===== src/rtl/alu_pkg.sv =====
// alu_pkg: shared definitions for the iterative EX-stage ALU.
//   - operation codes (legacy 4-bit codes zero-extended, RV32M codes in 10xxx)
//   - FSM state enum used by alu_iterative
//   - calc_shw(): shift-amount width derived from the operand width
// No ports. The RV32M family is only decoded when ALU_MULDIV_EN is defined.
package alu_pkg;

    localparam logic [4:0] OpAnd    = 5'b00000;
    localparam logic [4:0] OpOr     = 5'b00001;
    localparam logic [4:0] OpAdd    = 5'b00010;
    localparam logic [4:0] OpSll    = 5'b00011;
    localparam logic [4:0] OpSlt    = 5'b00100;
    localparam logic [4:0] OpSltu   = 5'b00101;
    localparam logic [4:0] OpSub    = 5'b00110;
    localparam logic [4:0] OpXor    = 5'b00111;
    localparam logic [4:0] OpSrl    = 5'b01000;
    localparam logic [4:0] OpSra    = 5'b01001;
    localparam logic [4:0] OpMul    = 5'b10000;
    localparam logic [4:0] OpMulh   = 5'b10001;
    localparam logic [4:0] OpMulhsu = 5'b10010;
    localparam logic [4:0] OpMulhu  = 5'b10011;
    localparam logic [4:0] OpDiv    = 5'b10100;
    localparam logic [4:0] OpDivu   = 5'b10101;
    localparam logic [4:0] OpRem    = 5'b10110;
    localparam logic [4:0] OpRemu   = 5'b10111;

    typedef enum logic [1:0] {
        StIdle,
        StMul,
        StDiv,
        StDone
    } alu_state_e;

    function automatic int unsigned calc_shw(input int unsigned xlen);
        return $clog2(xlen);
    endfunction

endpackage


===== src/rtl/muldiv_iter.sv =====
// muldiv_iter: one-bit-per-cycle multiply / restoring divide engine.
// Latches operand magnitudes and result signs on start, runs XLEN iterations,
// and raises done in the cycle of the last iteration together with the final,
// sign-corrected result (computed from the last iteration's next state).
// Ports:
//   clk, reset      clock, synchronous active-high reset
//   flush           abandon the running operation (counter cleared)
//   start           load operands and begin iterating
//   is_div          1 = DIV/DIVU/REM/REMU, 0 = MUL/MULH/MULHSU/MULHU
//   sub_op[1:0]     low two op-code bits selecting the variant
//   op_a, op_b      operands (dividend/divisor for division)
//   done            last iteration happens this cycle
//   result          final result, valid while done is high
// Only instantiated when ALU_MULDIV_EN is defined.
module muldiv_iter
    import alu_pkg::*;
#(
    parameter int unsigned XLEN = 32
) (
    input  logic            clk,
    input  logic            reset,
    input  logic            flush,
    input  logic            start,
    input  logic            is_div,
    input  logic [1:0]      sub_op,
    input  logic [XLEN-1:0] op_a,
    input  logic [XLEN-1:0] op_b,
    output logic            done,
    output logic [XLEN-1:0] result
);

    localparam int unsigned CW = calc_shw(XLEN) + 1;

    logic            sgn_a, sgn_b, neg_a, neg_b;
    logic [XLEN-1:0] mag_a, mag_b;

    // Multiply: prod_q = {partial high, multiplier being shifted out}.
    // Divide:   prod_q = {partial remainder, dividend/quotient}.
    logic [2*XLEN-1:0] prod_q, prod_n, full;
    logic [XLEN-1:0]   opnd_q;
    logic [CW-1:0]     cnt_q;
    logic              is_div_q, neg_lo_q, neg_hi_q;
    logic [1:0]        sub_q;

    logic [XLEN:0]     sum, shifted;
    logic [XLEN-1:0]   diff, quo, rem;

    always_comb begin
        if (is_div) begin
            sgn_a = !sub_op[0];
            sgn_b = !sub_op[0];
        end else begin
            sgn_a = (sub_op == 2'b01) || (sub_op == 2'b10);
            sgn_b = (sub_op == 2'b01);
        end
        neg_a = sgn_a & op_a[XLEN-1];
        neg_b = sgn_b & op_b[XLEN-1];
        mag_a = neg_a ? -op_a : op_a;
        mag_b = neg_b ? -op_b : op_b;
    end

    always_comb begin
        sum     = {1'b0, prod_q[2*XLEN-1:XLEN]} + (prod_q[0] ? {1'b0, opnd_q} : '0);
        shifted = {prod_q[2*XLEN-1:XLEN], prod_q[XLEN-1]};
        // Remainder after a successful subtract is below the divisor, so XLEN bits suffice.
        diff    = shifted[XLEN-1:0] - opnd_q;
        if (is_div_q) begin
            if (shifted >= {1'b0, opnd_q}) begin
                prod_n = {diff, prod_q[XLEN-2:0], 1'b1};
            end else begin
                prod_n = {shifted[XLEN-1:0], prod_q[XLEN-2:0], 1'b0};
            end
        end else begin
            prod_n = {sum, prod_q[XLEN-1:1]};
        end
    end

    always_comb begin
        full = neg_lo_q ? -prod_n : prod_n;
        quo  = neg_lo_q ? -prod_n[XLEN-1:0] : prod_n[XLEN-1:0];
        rem  = neg_hi_q ? -prod_n[2*XLEN-1:XLEN] : prod_n[2*XLEN-1:XLEN];
        if (is_div_q) begin
            result = sub_q[1] ? rem : quo;
        end else begin
            result = (sub_q == 2'b00) ? full[XLEN-1:0] : full[2*XLEN-1:XLEN];
        end
    end

    assign done = (cnt_q == CW'(1));

    always_ff @(posedge clk) begin
        if (reset) begin
            cnt_q    <= '0;
            prod_q   <= '0;
            opnd_q   <= '0;
            is_div_q <= 1'b0;
            sub_q    <= 2'b00;
            neg_lo_q <= 1'b0;
            neg_hi_q <= 1'b0;
        end else if (flush) begin
            cnt_q <= '0;
        end else if (start) begin
            cnt_q    <= CW'(XLEN);
            is_div_q <= is_div;
            sub_q    <= sub_op;
            neg_lo_q <= neg_a ^ neg_b;
            neg_hi_q <= neg_a;
            if (is_div) begin
                prod_q <= {{XLEN{1'b0}}, mag_a};
                opnd_q <= mag_b;
            end else begin
                prod_q <= {{XLEN{1'b0}}, mag_b};
                opnd_q <= mag_a;
            end
        end else if (cnt_q != '0) begin
            prod_q <= prod_n;
            cnt_q  <= cnt_q - CW'(1);
        end
    end

endmodule


===== src/rtl/alu_iterative.sv =====
// alu_iterative: handshaked EX-stage ALU. Single-cycle RV32I ALU ops; with
// ALU_MULDIV_EN defined, the RV32M family runs on muldiv_iter (XLEN cycles).
// Ports:
//   clk, reset           clock, synchronous active-high reset
//   flush                kill any in-flight or held op; suppresses accept
//   in_valid / in_ready  operand handshake (accept = valid && ready && !flush)
//   alu_op, alu_in_1/2   op code and operands, latched at accept
//   out_valid/out_ready  result handshake; result held until taken
//   alu_result           registered result
//   op_illegal           registered; unknown or disabled op code
// Config macro: ALU_MULDIV_EN enables the MUL/DIV states and datapath.
module alu_iterative
    import alu_pkg::*;
#(
    parameter int unsigned XLEN = 32,
    parameter int unsigned SHW  = calc_shw(XLEN)
) (
    input  logic            clk,
    input  logic            reset,
    input  logic            flush,
    input  logic            in_valid,
    output logic            in_ready,
    input  logic [4:0]      alu_op,
    input  logic [XLEN-1:0] alu_in_1,
    input  logic [XLEN-1:0] alu_in_2,
    output logic            out_valid,
    input  logic            out_ready,
    output logic [XLEN-1:0] alu_result,
    output logic            op_illegal
);

    alu_state_e      state_q, state_d;
    logic [XLEN-1:0] result_q, result_d;
    logic            illegal_q, illegal_d;

    logic            accept, launch;
    logic            is_simple, is_mul, is_div, div_special;
    logic [XLEN-1:0] simple_res, special_res;
    logic            md_start, md_done;
    logic [XLEN-1:0] md_result;
    logic [SHW-1:0]  shamt;

    assign shamt = alu_in_2[SHW-1:0];

    always_comb begin
        is_simple  = 1'b1;
        simple_res = '0;
        case (alu_op)
            OpAnd:   simple_res = alu_in_1 & alu_in_2;
            OpOr:    simple_res = alu_in_1 | alu_in_2;
            OpAdd:   simple_res = alu_in_1 + alu_in_2;
            OpSub:   simple_res = alu_in_1 - alu_in_2;
            OpXor:   simple_res = alu_in_1 ^ alu_in_2;
            OpSll:   simple_res = alu_in_1 << shamt;
            OpSrl:   simple_res = alu_in_1 >> shamt;
            OpSra:   simple_res = $unsigned($signed(alu_in_1) >>> shamt);
            OpSlt:   simple_res = {{(XLEN-1){1'b0}}, $signed(alu_in_1) < $signed(alu_in_2)};
            OpSltu:  simple_res = {{(XLEN-1){1'b0}}, alu_in_1 < alu_in_2};
            default: is_simple = 1'b0;
        endcase
    end

`ifdef ALU_MULDIV_EN
    logic div_zero, div_ovf;

    assign is_mul = (alu_op[4:2] == 3'b100);
    assign is_div = (alu_op[4:2] == 3'b101);

    // Divide by zero and signed overflow finish on the single-cycle path.
    assign div_zero    = (alu_in_2 == '0);
    assign div_ovf     = !alu_op[0] && (alu_in_1 == {1'b1, {(XLEN-1){1'b0}}}) &&
                         (alu_in_2 == '1);
    assign div_special = div_zero || div_ovf;

    always_comb begin
        if (div_zero) begin
            special_res = alu_op[1] ? alu_in_1 : '1;
        end else begin
            special_res = alu_op[1] ? '0 : alu_in_1;
        end
    end

    muldiv_iter #(
        .XLEN (XLEN)
    ) u_muldiv (
        .clk    (clk),
        .reset  (reset),
        .flush  (flush),
        .start  (md_start),
        .is_div (is_div),
        .sub_op (alu_op[1:0]),
        .op_a   (alu_in_1),
        .op_b   (alu_in_2),
        .done   (md_done),
        .result (md_result)
    );
`else
    assign is_mul      = 1'b0;
    assign is_div      = 1'b0;
    assign div_special = 1'b0;
    assign special_res = '0;
    assign md_done     = 1'b0;
    assign md_result   = '0;
`endif

    assign in_ready  = !reset && ((state_q == StIdle) || ((state_q == StDone) && out_ready));
    assign accept    = in_valid && in_ready && !flush;
    assign out_valid = (state_q == StDone);

    always_comb begin
        state_d   = state_q;
        result_d  = result_q;
        illegal_d = illegal_q;
        md_start  = 1'b0;
        launch    = 1'b0;

        case (state_q)
            StIdle: launch = accept;
            StDone: begin
                if (accept) begin
                    launch = 1'b1;
                end else if (out_ready) begin
                    state_d = StIdle;
                end
            end
            default: begin
                if (md_done) begin
                    state_d   = StDone;
                    result_d  = md_result;
                    illegal_d = 1'b0;
                end
            end
        endcase

        if (launch) begin
            if (is_mul) begin
                state_d  = StMul;
                md_start = 1'b1;
            end else if (is_div && !div_special) begin
                state_d  = StDiv;
                md_start = 1'b1;
            end else begin
                state_d   = StDone;
                result_d  = is_div ? special_res : simple_res;
                illegal_d = !is_simple && !is_div;
            end
        end

        if (flush) begin
            state_d  = StIdle;
            md_start = 1'b0;
        end
    end

    always_ff @(posedge clk) begin
        if (reset) begin
            state_q   <= StIdle;
            result_q  <= '0;
            illegal_q <= 1'b0;
        end else begin
            state_q   <= state_d;
            result_q  <= result_d;
            illegal_q <= illegal_d;
        end
    end

    assign alu_result = result_q;
    assign op_illegal = illegal_q;

endmodule

===== config.mk =====
export PLATFORM = sky130hd
export DESIGN_NAME = alu_iterative
export DESIGN_NICKNAME = d
export VERILOG_FILES = /design/src/rtl/alu_pkg.sv /design/src/rtl/muldiv_iter.sv /design/src/rtl/alu_iterative.sv
export SDC_FILE = /design/constraint.sdc
export NUM_CORES = 1
export LEC_CHECK = 0
export ABC_CLOCK_PERIOD_IN_PS = 10500
export CELL_PAD_IN_SITES_DETAIL_PLACEMENT = 0
export CELL_PAD_IN_SITES_GLOBAL_PLACEMENT = 1
export CORE_MARGIN = 4
export CORE_UTILIZATION = 32
export CTS_CLUSTER_SIZE = 14
export DETAILED_ROUTE_END_ITERATION = 8
export PLACE_DENSITY = 0.73
export SYNTH_ARGS = -nofsm -noshare
export SYNTH_HDL_FRONTEND = slang
export SYNTH_HIERARCHICAL = 1
export SYNTH_SLANG_ARGS = --single-unit

===== constraint.sdc =====
create_clock -name clk -period 10.5 [get_ports clk]
set_input_delay 2.1 -clock clk [delete_from_list [all_inputs] [get_ports clk]]
set_output_delay 2.1 -clock clk [all_outputs]
set_load 0.01 [all_outputs]

Word level (Yosys, flattened, before mapping)
Cells that the tools add are included. W data, S select, Z words.

Register bits: 35. Bits of input ports: 74. Word-level logic and storage cells: 47.

Add/subtract/negate cells: 2. Magnitude comparators: 2. Eq/ne operators: 11. Shift operators: 3. Multiplexer cells: 8. Bitwise logic cells: 3. Reductions and logical operators: 15.

Operators by type and width (count): $pmux W32 S10 (1); $lt A32 B32 Y1 (2); $add A32 B32 Y32 (1); $and A32 B32 Y32 (1); $or A32 B32 Y32 (1); $shl A32 B5 Y32 (1); $shr A32 B5 Y32 (1); $sshr A32 B5 Y32 (1); $sub A32 B32 Y32 (1); $xor A32 B32 Y32 (1); $eq A5 B3 Y1 const B (4); $eq A5 B2 Y1 const B (2); $eq A5 B4 Y1 const B (2); $reduce_or A10 Y1 (1); $mux W2 (4); $eq A5 B1 Y1 const B (1); $logic_not A5 Y1 (1); $logic_and A1 B1 Y1 (4); $reduce_bool A2 Y1 (2); $logic_not A1 Y1 (3); $reduce_and A3 Y1 (1); $eq A2 B2 Y1 const B (1); $logic_not A2 Y1 (1); $mux W1 (2); 4 further kinds (4).

Depth between registers and ports, before layout
Gate-level depths: netlist (run 1).

Depth in word-level cells: 10. Depth in mapped cells: 17. Depth with buffers taken out: 13.

Worst setup path before layout (run 1)
No wires, ideal clock.

Kind: input to register. Start: input port alu_in_2[2]. End: register result_q[28] (netlist: alu_result[28]). Arrival: 5.315 ns. Setup slack: 5.068 ns. Stages: 17. Path through: buf_2 inv_1 buf_2 buf_2 clkbuf_1 ha_1 buf_4 nor2b_1 o31a_1 a21oi_1 a21oi_1 a41oi_1 o21ai_0 o21ai_0 nor3b_1 mux2i_1 a31o_2.

Longest elaborated chain between the ends: 2.

RTL lines: start: declaration (line alu_iterative.sv:25) `input logic [XLEN-1:0] alu_in_2,`; $sub A32 B32 Y32, or another cell as far along (line alu_iterative.sv:52) `OpSub: simple_res = alu_in_1 - alu_in_2;`; $pmux W32 S10 (*) (line alu_iterative.sv:48) `case (alu_op)`; end signal: assignment (line alu_iterative.sv:162) `result_q <= result_d;`; end: declaration (line alu_iterative.sv:33) `logic [XLEN-1:0] result_q, result_d;`.

Every way passes the cells marked *; elsewhere a longest branch is shown, timed or not. A chain may end at the register's enable or synchronous reset.

Worst setup path after layout (run 1)
Start: input port alu_in_2[4]. End: register result_q[29] (netlist: alu_result[29]).

The elaborated chain is that of the path after synthesis.

==> impl_metrics.ini, run 1 <==
[status]
run_status = finished, final reports clean

[clock_tree]
htreeDepth = 2
ctsHoldBuffers = 0
cts_tree = done
clock_sinks = 34
cts-resized-gates = 0
clockRootBuffer = clkbuf_16
clk_pin_slew_ps = 70
postCtsSetupBuffers = 0
clkLatencyLatePin_ps = 300
cts_buffers = 5
cts_max_path_buffers = 2

[logic_synthesis]
yosys_most_used_dff = dfxtp_1
synth_top_area_share_pct = 13.0
synth_area_leader_cell = ha_1
synth.area.top_cells = ha_1 13%, mux4_2 9.0%, a21oi_1 7.3%
synth_area_um2 = 10000
ys_seq_area_share_pct = 6.78
syn_inst = 1435
syn_nets = 1615
syn-mean-instance-area_um2 = 7.00
yosysWarnings = 6
ys_types = 87
ys_ff_latch = 34
synth_edf_count = 0
async_flop_share_pct = 0

[layout]
n_fill_cell = 3360
final_nets = 1641
layout-drive-gt1-share_pct = 7.80
regArea_um2 = 681
multi_input_comb_area_um2 = 8470
syn_to_final_growth_pct = 13.7

[global_routing]
grt_usage_pct = 28.3
antenna_found_initial = 1
grt_pass1_vias = 11200
grt_pass1_wl_mm = 73.8
grt-ovfl-total = 0
grt_max_degree = 83

[sta]
setup_viol = 0
fin_setup_tns_ps = 0
min_period_over_period_pct = 62.0
hold_viol = 0
relSlewSlack_pct = 22.8
drv_slew = 0
timing.fmax_ghz = 0.154
period_minus_slack_ps = 6510
worstMarginPinSlew_ps = 1130
skew_ps = 10.5
rsz0062_at_grt = false

[setup_path]
crit_path_end_kind = flip-flop
path_max_fanout = 45
worst-path-stages = 14
cp-start-kind = input pin
r2r_end = alu_result[30]
r2r_cells = 11
path_buf_inv = 3
timing.rr.start = state_q[0]
crit_chain = clkdlybuf4s50_1 -> buf_4 -> inv_1 -> ha_1 -> nor2b_1 -> o21ai_0 -> a2111oi_0 -> o21ai_1 -> nand4_1 -> nand3_1 -> o21ba_2 -> o31ai_1 -> nand4_1 -> o211ai_1
cpPeakStageDelay_ps = 980
crit_start = alu_in_2[4]
crit_required_ps = 10720
crit_top_cell = nand4_1
critPathSlowestCell = a2111oi_0
path_class = in -> reg
endpoint = alu_result[29]
critPathArrivalTime_ps = 6730
regToRegSetupSlack_ps = 7340
cpLargestDelayFamily = compound AO/OA/AOI/OAI gates

[routing]
vias = 12100
wl_per_cell_um = 27.2
final_antenna_net_count = 0
first_pass_iters = 6
wl_mm = 50.6
drc_errors = 0
first_iter_violations = 1662
vias_per_cell = 6.53

[floorplan]
die-area_um2 = 34300
die_h_um = 185
start_util_pct = 32.7
rows = 64
ios = 109
fp.coreArea_um2 = 30700
die_x_um = 185

[power]
leakagePower_nw = 4.54
vdd.ir_drop.worst_v = 0.0000571
finalPower_mw = 0.833
powerDensity_nw_per_um2 = 72.9

[placed_design]
dp_hpwl_mm = 39.3
io_buffers = 108
routabilityCongestion = 1.04

[run]
maxCapViolCount = 0

[worst_hold_path]
hp-class = reg -> reg
-- how the worst min path moves through the flow --
stage,startpoint,end,depth (start not counted)
detailed placement,alu_result[7],alu_result[7],2
global route,alu_result[2],alu_result[2],2
global placement,alu_result[1],alu_result[1],2
floorplan,alu_result[27],alu_result[27],2
finish,alu_result[7],alu_result[7],2
CTS,alu_result[7],alu_result[7],2
-- where the power goes --
part | total (mW) | leakage [nW] | switching (mW) | internal [mW]
combinational | 0.526 | 4.19 | 0.342 | 0.184
sequential | 0.132 | 0.274 | 0.00123 | 0.131
clock | 0.175 | 0.0832 | 0.0670 | 0.108
-- worst register-to-register path, stage by stage (launching register included) --
cell      delay [ps]
dfxtp_1          300
nor2b_1          140
or4b_1           480
buf_4            290
nand2_1          210
o211ai_1         190
a221oi_1         400
o211ai_1         380
a211o_1          380
a21oi_1          110
nand2_1           50
and3_1           140
-- final cells by class --
| type | count | share of cell area (%) |
|---|---|---|
| Sequential cell | 34 | 5.96 |
| Timing Repair Buffer | 130 | 10.8 |
| Antenna cell | 1 | 0.0219 |
| Tap cell | 396 | 4.34 |
| Multi-Input combinational cell | 1188 | 74.1 |
| Inverter | 102 | 3.36 |
| Clock buffer | 8 | 1.46 |
-- cells in the final DEF, fill, tap and decap left out, drive strengths merged, types with 7 or more instances in the layout --
cell	Yosys	layout
nor3	40	40
o22ai	17	17
clkbuf	58	8
a221oi	22	22
a221o	12	12
nand3	24	24
or3	7	7
mux2	7	7
o221ai	18	18
mux4	40	40
o21ai	109	109
o21bai	22	22
nand2	126	126
o2111ai	9	9
a211oi	41	41
and3	7	7
nor4	8	8
o31ai	10	10
a21o	13	13
a31oi	12	12
ha	104	104
dfxtp	34	34
a22oi	8	8
nand4	19	19
o211ai	18	18
a21oi	148	148
inv	101	101
mux2i	58	58
o31a	8	8
nor2	185	185
buf	53	26
clkdlybuf4s50	0	104
-- metal layers --
metal  global-route usage (%)  up-vias  share of wire [%]
met3                     5.40      109                 11
met5                        0        -                  0
met4                     9.25        0                3.7
li1                         -     5428                  -
met1                     41.0     5823                 42
met2                     42.3      780                 43
-- stage by stage --
step / hold WS, ps / worst slack [ps] / area, um^2 / std cells / utilization (%)
global placement: 438 / 3960 / 11300 / 1850 / 36.6
detailed placement: 442 / 3870 / 11300 / 1850 / 36.6
CTS: 455 / 4150 / 11400 / 1858 / 37.1
finish: 449 / 3990 / 11400 / 1859 / 37.2
global route: 475 / 3790 / 11400 / 1858 / 37.1
floorplan: 472 / 5070 / 10000 / 1435 / -
-- synth_stat cells (12+ instances only) --
| cell | number |
|---|---|
| nand2_1 | 126 |
| o211ai_1 | 18 |
| nand3_1 | 24 |
| ha_1 | 104 |
| dfxtp_1 | 34 |
| o22ai_1 | 17 |
| a211oi_1 | 40 |
| o21ai_0 | 97 |
| o221ai_1 | 18 |
| inv_1 | 99 |
| buf_2 | 27 |
| nor3_1 | 39 |
| a221oi_1 | 22 |
| o21bai_1 | 22 |
| a21oi_1 | 146 |
| nand4_1 | 19 |
| mux2i_1 | 58 |
| a221o_1 | 12 |
| clkbuf_1 | 57 |
| a21o_1 | 13 |
| buf_1 | 13 |
| mux4_2 | 40 |
| nor2_1 | 180 |
-- state kept, by name, summed over array words and instances, names as in the netlist --
| signal | flops |
|---|---|
| state_q | 1 |
| op_illegal | 1 |
| alu_result | 32 |
-- cell families after synthesis --
logic type | after synthesis | share of synthesized area, %
buffers and inverters | 213 | 9.07
DFF | 34 | 6.78
xor gates and xnor gates | 3 | 0.262
AOI/OAI and AO/OA | 530 | 35.5
adders and majority gates | 106 | 13.4
muxes | 105 | 15.6
and+or+nand+nor | 444 | 19.5
(Power assumes the default switching activity.)
==> run 2, diff against run 1 <==
Settings changed: ABC_CLOCK_PERIOD_IN_PS 10500 to 6700.
Clock period 10.5 ns to 6.7 ns, I/O delays scaled along.
==> impl_metrics.ini, run 2 (same netlist as run 1, synthesis figures left out) <==
[status]
run_status = finished, final reports clean

[setup_path]
critPathSlowestCell = a41oi_1
crit_required_ps = 6890
crit_path_end_kind = flip-flop
cp-start-kind = input pin
regToRegSetupSlack_ps = 3740
crit_chain = buf_2 -> buf_4 -> inv_1 -> buf_4 -> ha_1 -> nor2b_1 -> o31a_1 -> a21oi_1 -> a21oi_1 -> a41oi_1 -> o21ai_0 -> o21ai_0 -> nor3b_1 -> mux2i_1 -> a31o_2
path_buf_inv = 4
path_class = in -> reg
critPathArrivalTime_ps = 5440
cpPeakStageDelay_ps = 550
cpLargestDelayFamily = compound AO/OA/AOI/OAI gates
path_max_fanout = 38

[placed_design]
routabilityCongestion = 1.03
io_buffers = 108
post-place-ws_ps = 1290
placed_cell_area_um2 = 11300
dp_hpwl_mm = 40.6

[clock_tree]
cts_buffers = 5
clkLatencyLatePin_ps = 310
cts_max_path_buffers = 2
ctsHoldBuffers = 0
cts-resized-gates = 0
clk_pin_slew_ps = 60
clock_sinks = 34
cts_tree = done
postCtsSetupBuffers = 0
clockRootBuffer = clkbuf_16
htreeDepth = 2

[global_routing]
grt_max_degree = 82
grt_usage_pct = 29.5
grt-ovfl-total = 0
grt_pass1_vias = 11300
antenna_found_initial = 1
grt_pass1_wl_mm = 75.8

[layout]
layout_common_cells = 179 x nor2_1, 146 x a21oi_1, 126 x nand2_1
largest_reg_flops = 32
final_nets = 1652
final_common_cell = nor2_1
syn_to_final_growth_pct = 14.4
n_antenna_cell = 0
layout-drive-gt1-share_pct = 8.42
n_fill_cell = 3363
design_area_um2 = 11500

[sta]
setup_slack_ps = 1450
setup_viol = 0
drv_slew = 0
rsz0062_at_grt = false
hold_viol = 0
relSlewSlack_pct = 18.9
timing.fmax_ghz = 0.191
min_period_over_period_pct = 78.3
fin_setup_tns_ps = 0
skew_ps = 10.7
period_minus_slack_ps = 5250
worstMarginPinSlew_ps = 1210
fin_hold_ws_ps = 452

[routing]
final_antenna_net_count = 0
drc_errors = 0
vias = 12100
vias_per_cell = 6.49
wl_per_cell_um = 28.1
first_iter_violations = 1973
first_pass_iters = 6
wl_mm = 52.5

[power]
finalPower_mw = 1.31
p_clk_share_pct = 19.7
switching_share_pct = 50.6
leakagePower_nw = 4.59
intPower_mw = 0.645
p_seq_share_pct = 15.8
p_comb_share_pct = 64.5
vdd.ir_drop.worst_v = 0.0000809
powerDensity_nw_per_um2 = 114
p_switching_mw = 0.662

[worst_hold_path]
hp-class = reg -> reg

[run]
maxCapViolCount = 0

[floorplan]
die_x_um = 185
ios = 109
die-area_um2 = 34300
rows = 64
die_h_um = 185
start_util_pct = 32.7
fp.coreArea_um2 = 30700
-- run 2: area by class of cell --
type	instances	area [um^2]	share of cell area, %
inverters	102	384	3.34
flip-flops and latches	34	681	5.92
multi-input cells	1188	8470	73.7
clock inverters	1	5.00	0.0436
clock buffers	7	143	1.24
repair buffers	141	1310	11.4
well taps	396	495	4.31
-- run 2: final timing paths --
check                      start             end  depth (start not counted)
setup / recovery     alu_in_2[2]  alu_result[28]                         15
hold / removal    alu_result[27]  alu_result[27]                          2
setup reg to reg      state_q[0]  alu_result[18]                         11
hold reg to reg   alu_result[27]  alu_result[27]                          2
-- run 2: metrics by stage --
stage / std cells / utilization, %
after floorplan: 1435 / -
after global placement: 1861 / 36.9
after detailed placement: 1861 / 36.9
after CTS: 1869 / 37.4
after global routing: 1869 / 37.4
final: 1869 / 37.4
-- run 2: routing by layer --
layer	track usage, %	part of all wire, %	vias up
met5	0	0.025	-
met4	10.5	4.3	2
met3	8.27	12	110
met2	42.6	41	772
met1	42.0	43	5816
li1	-	-	5434
-- run 2: power groups by stage --
stage	registers, mW	clock network [mW]	logic [mW]
3_5_place_dp	0.211	0	0.810
3_3_place_gp	0.211	0	0.815
2_1_floorplan	0.212	0	0.514
6_report	0.207	0.257	0.843
5_1_grt	0.207	0.268	0.892
4_1_cts	0.207	0.260	0.814
-- run 2: worst reg2reg max path, stage by stage, from the launching register on --
cell	delay (ps)
dfxtp_1	300
nor2b_1	140
or4b_1	470
buf_4	290
nand2_1	200
o21ai_1	80
a211oi_1	180
o21ai_0	120
a21oi_1	260
o221ai_1	280
o41ai_1	410
a21oi_1	100
==> run 3, diff against run 2 <==
Settings changed: ABC_CLOCK_PERIOD_IN_PS 6700 to 4500, PLACE_DENSITY 0.73 to 0.76.
Clock period 6.7 ns to 4.5 ns, I/O delays scaled along.
==> impl_metrics.ini, run 3 (same netlist as run 1, synthesis figures left out) <==
[sta]
drv_slew = 0
timing.fmax_ghz = 0.228
skew_ps = 14.2
relSlewSlack_pct = 31.0
hold_viol = 0
worstMarginPinSlew_ps = 1030
min_period_over_period_pct = 97.5
setup_viol = 0
setup_slack_ps = 114
rsz0062_at_grt = false
period_minus_slack_ps = 4390

[clock_tree]
postCtsSetupBuffers = 0
cts-resized-gates = 0
clk_pin_slew_ps = 70
cts_max_path_buffers = 2
htreeDepth = 2
ctsHoldBuffers = 0
cts_tree = done
clockRootBuffer = clkbuf_16
clock_sinks = 34
clkLatencyLatePin_ps = 310
cts_buffers = 5

[floorplan]
ios = 109
die-area_um2 = 34300
die_h_um = 185
rows = 64
fp.coreArea_um2 = 30700
die_x_um = 185
start_util_pct = 32.7

[routing]
drc_errors = 0
final_antenna_net_count = 0
vias_per_cell = 6.42
first_iter_violations = 1831
wl_mm = 56.1
vias = 12800
first_pass_iters = 6
wl_per_cell_um = 28.1

[power]
switching_share_pct = 49.4
p_clk_share_pct = 18.5
p_seq_share_pct = 14.6
finalPower_mw = 2.11
intPower_mw = 1.07
leakagePower_nw = 5.23
p_switching_mw = 1.04
vdd.ir_drop.worst_v = 0.000122
powerDensity_nw_per_um2 = 169
p_comb_share_pct = 66.9

[worst_hold_path]
hp-start = alu_result[15]
min_to = alu_result[15]
hp-class = reg -> reg
min_delay_path_depth = 2

[global_routing]
grt-ovfl-total = 0
grt_pass1_vias = 12000
antenna_found_initial = 2
grt_usage_pct = 31.6
grt_max_degree = 72
grt_pass1_wl_mm = 81.3

[layout]
layout-drive-gt1-share_pct = 15.9
largest_reg_flops = 32
final_nets = 1782
n_antenna_cell = 0
layout_common_cells = 179 x nor2_1, 160 x buf_4, 146 x a21oi_1
syn_to_final_growth_pct = 24.6
final_common_cell = nor2_1

[placed_design]
dp_hpwl_mm = 44.8
routabilityCongestion = 1.04
io_buffers = 108
post-place-ws_ps = -33.0

[setup_path]
crit_required_ps = 4700
critPathArrivalTime_ps = 4580
regToRegSetupSlack_ps = 1410
cp-start-kind = input pin
r2r_cells = 9
r2r_end = alu_result[24]
timing.rr.start = state_q[0]
path_class = in -> reg
crit_path_end_kind = flip-flop
path_max_fanout = 6

[status]
run_status = finished, final reports clean

[run]
maxCapViolCount = 0
-- run 3: final cells by class --
class | count | area [um^2]
Tap cell | 396 | 495
Clock buffer | 6 | 139
Inverter | 102 | 384
Sequential cell | 34 | 681
Fill cell | 3292 | 18200
Timing Repair Buffer | 271 | 2340
Multi-Input combinational cell | 1188 | 8470
Clock inverter | 2 | 12.5
-- run 3: routing by layer --
layer | global-route usage [%] | vias up | routed length (um) | part of all wire, %
li1 | - | 5695 | - | -
met1 | 47.6 | 6184 | 25600 | 46
met2 | 46.5 | 827 | 23100 | 41
met3 | 5.32 | 117 | 5660 | 10
met4 | 8.25 | 2 | 1760 | 3.1
met5 | 0 | - | 13 | 0.023
-- run 3: worst max-delay path by stage --
stage                     slack [ps]    startpoint             end  cells after the start
after floorplan                  270   alu_in_2[2]  alu_result[28]                     17
after global placement            -7   alu_in_1[2]  alu_result[28]                     14
after detailed placement         -30   alu_in_1[2]  alu_result[28]                     14
after CTS                        270   alu_in_1[2]  alu_result[28]                     14
after global routing              20   alu_in_1[2]  alu_result[26]                     14
final                            110  alu_in_2[10]  alu_result[28]                     14
-- run 3: worst max-delay path, cell delays in order --
cell             delay (ps)
clkdlybuf4s50_1         720
inv_1                   130
ha_1                    390
nand4_1                 230
nor2_1                   70
a21oi_1                 320
a21oi_1                 140
buf_4                   180
a41oi_1                 490
o21ai_0                 220
o21ai_0                 160
nor3b_1                 250
mux2i_1                 110
a31o_2                  250
-- run 3: per-stage QoR --
stage / util (%) / setup TNS [ps] / cell area, um^2 / std cells / hold WS (ps)
2_1_floorplan: - / 0 / 10000 / 1435 / 472
3_3_place_gp: 40.2 / -7.32 / 12400 / 1991 / 435
3_5_place_dp: 40.2 / -33.0 / 12400 / 1991 / 445
4_1_cts: 40.7 / 0 / 12500 / 1999 / 459
5_1_grt: 40.7 / 0 / 12500 / 1999 / 478
6_report: 40.7 / 0 / 12500 / 1999 / 450
-- run 3: power groups by stage --
stage	logic [mW]	clock network [mW]	registers, mW
2_1_floorplan	0.766	0	0.316
3_3_place_gp	1.36	0	0.314
3_5_place_dp	1.36	0	0.314
4_1_cts	1.36	0.391	0.307
5_1_grt	1.49	0.403	0.308
6_report	1.41	0.391	0.307
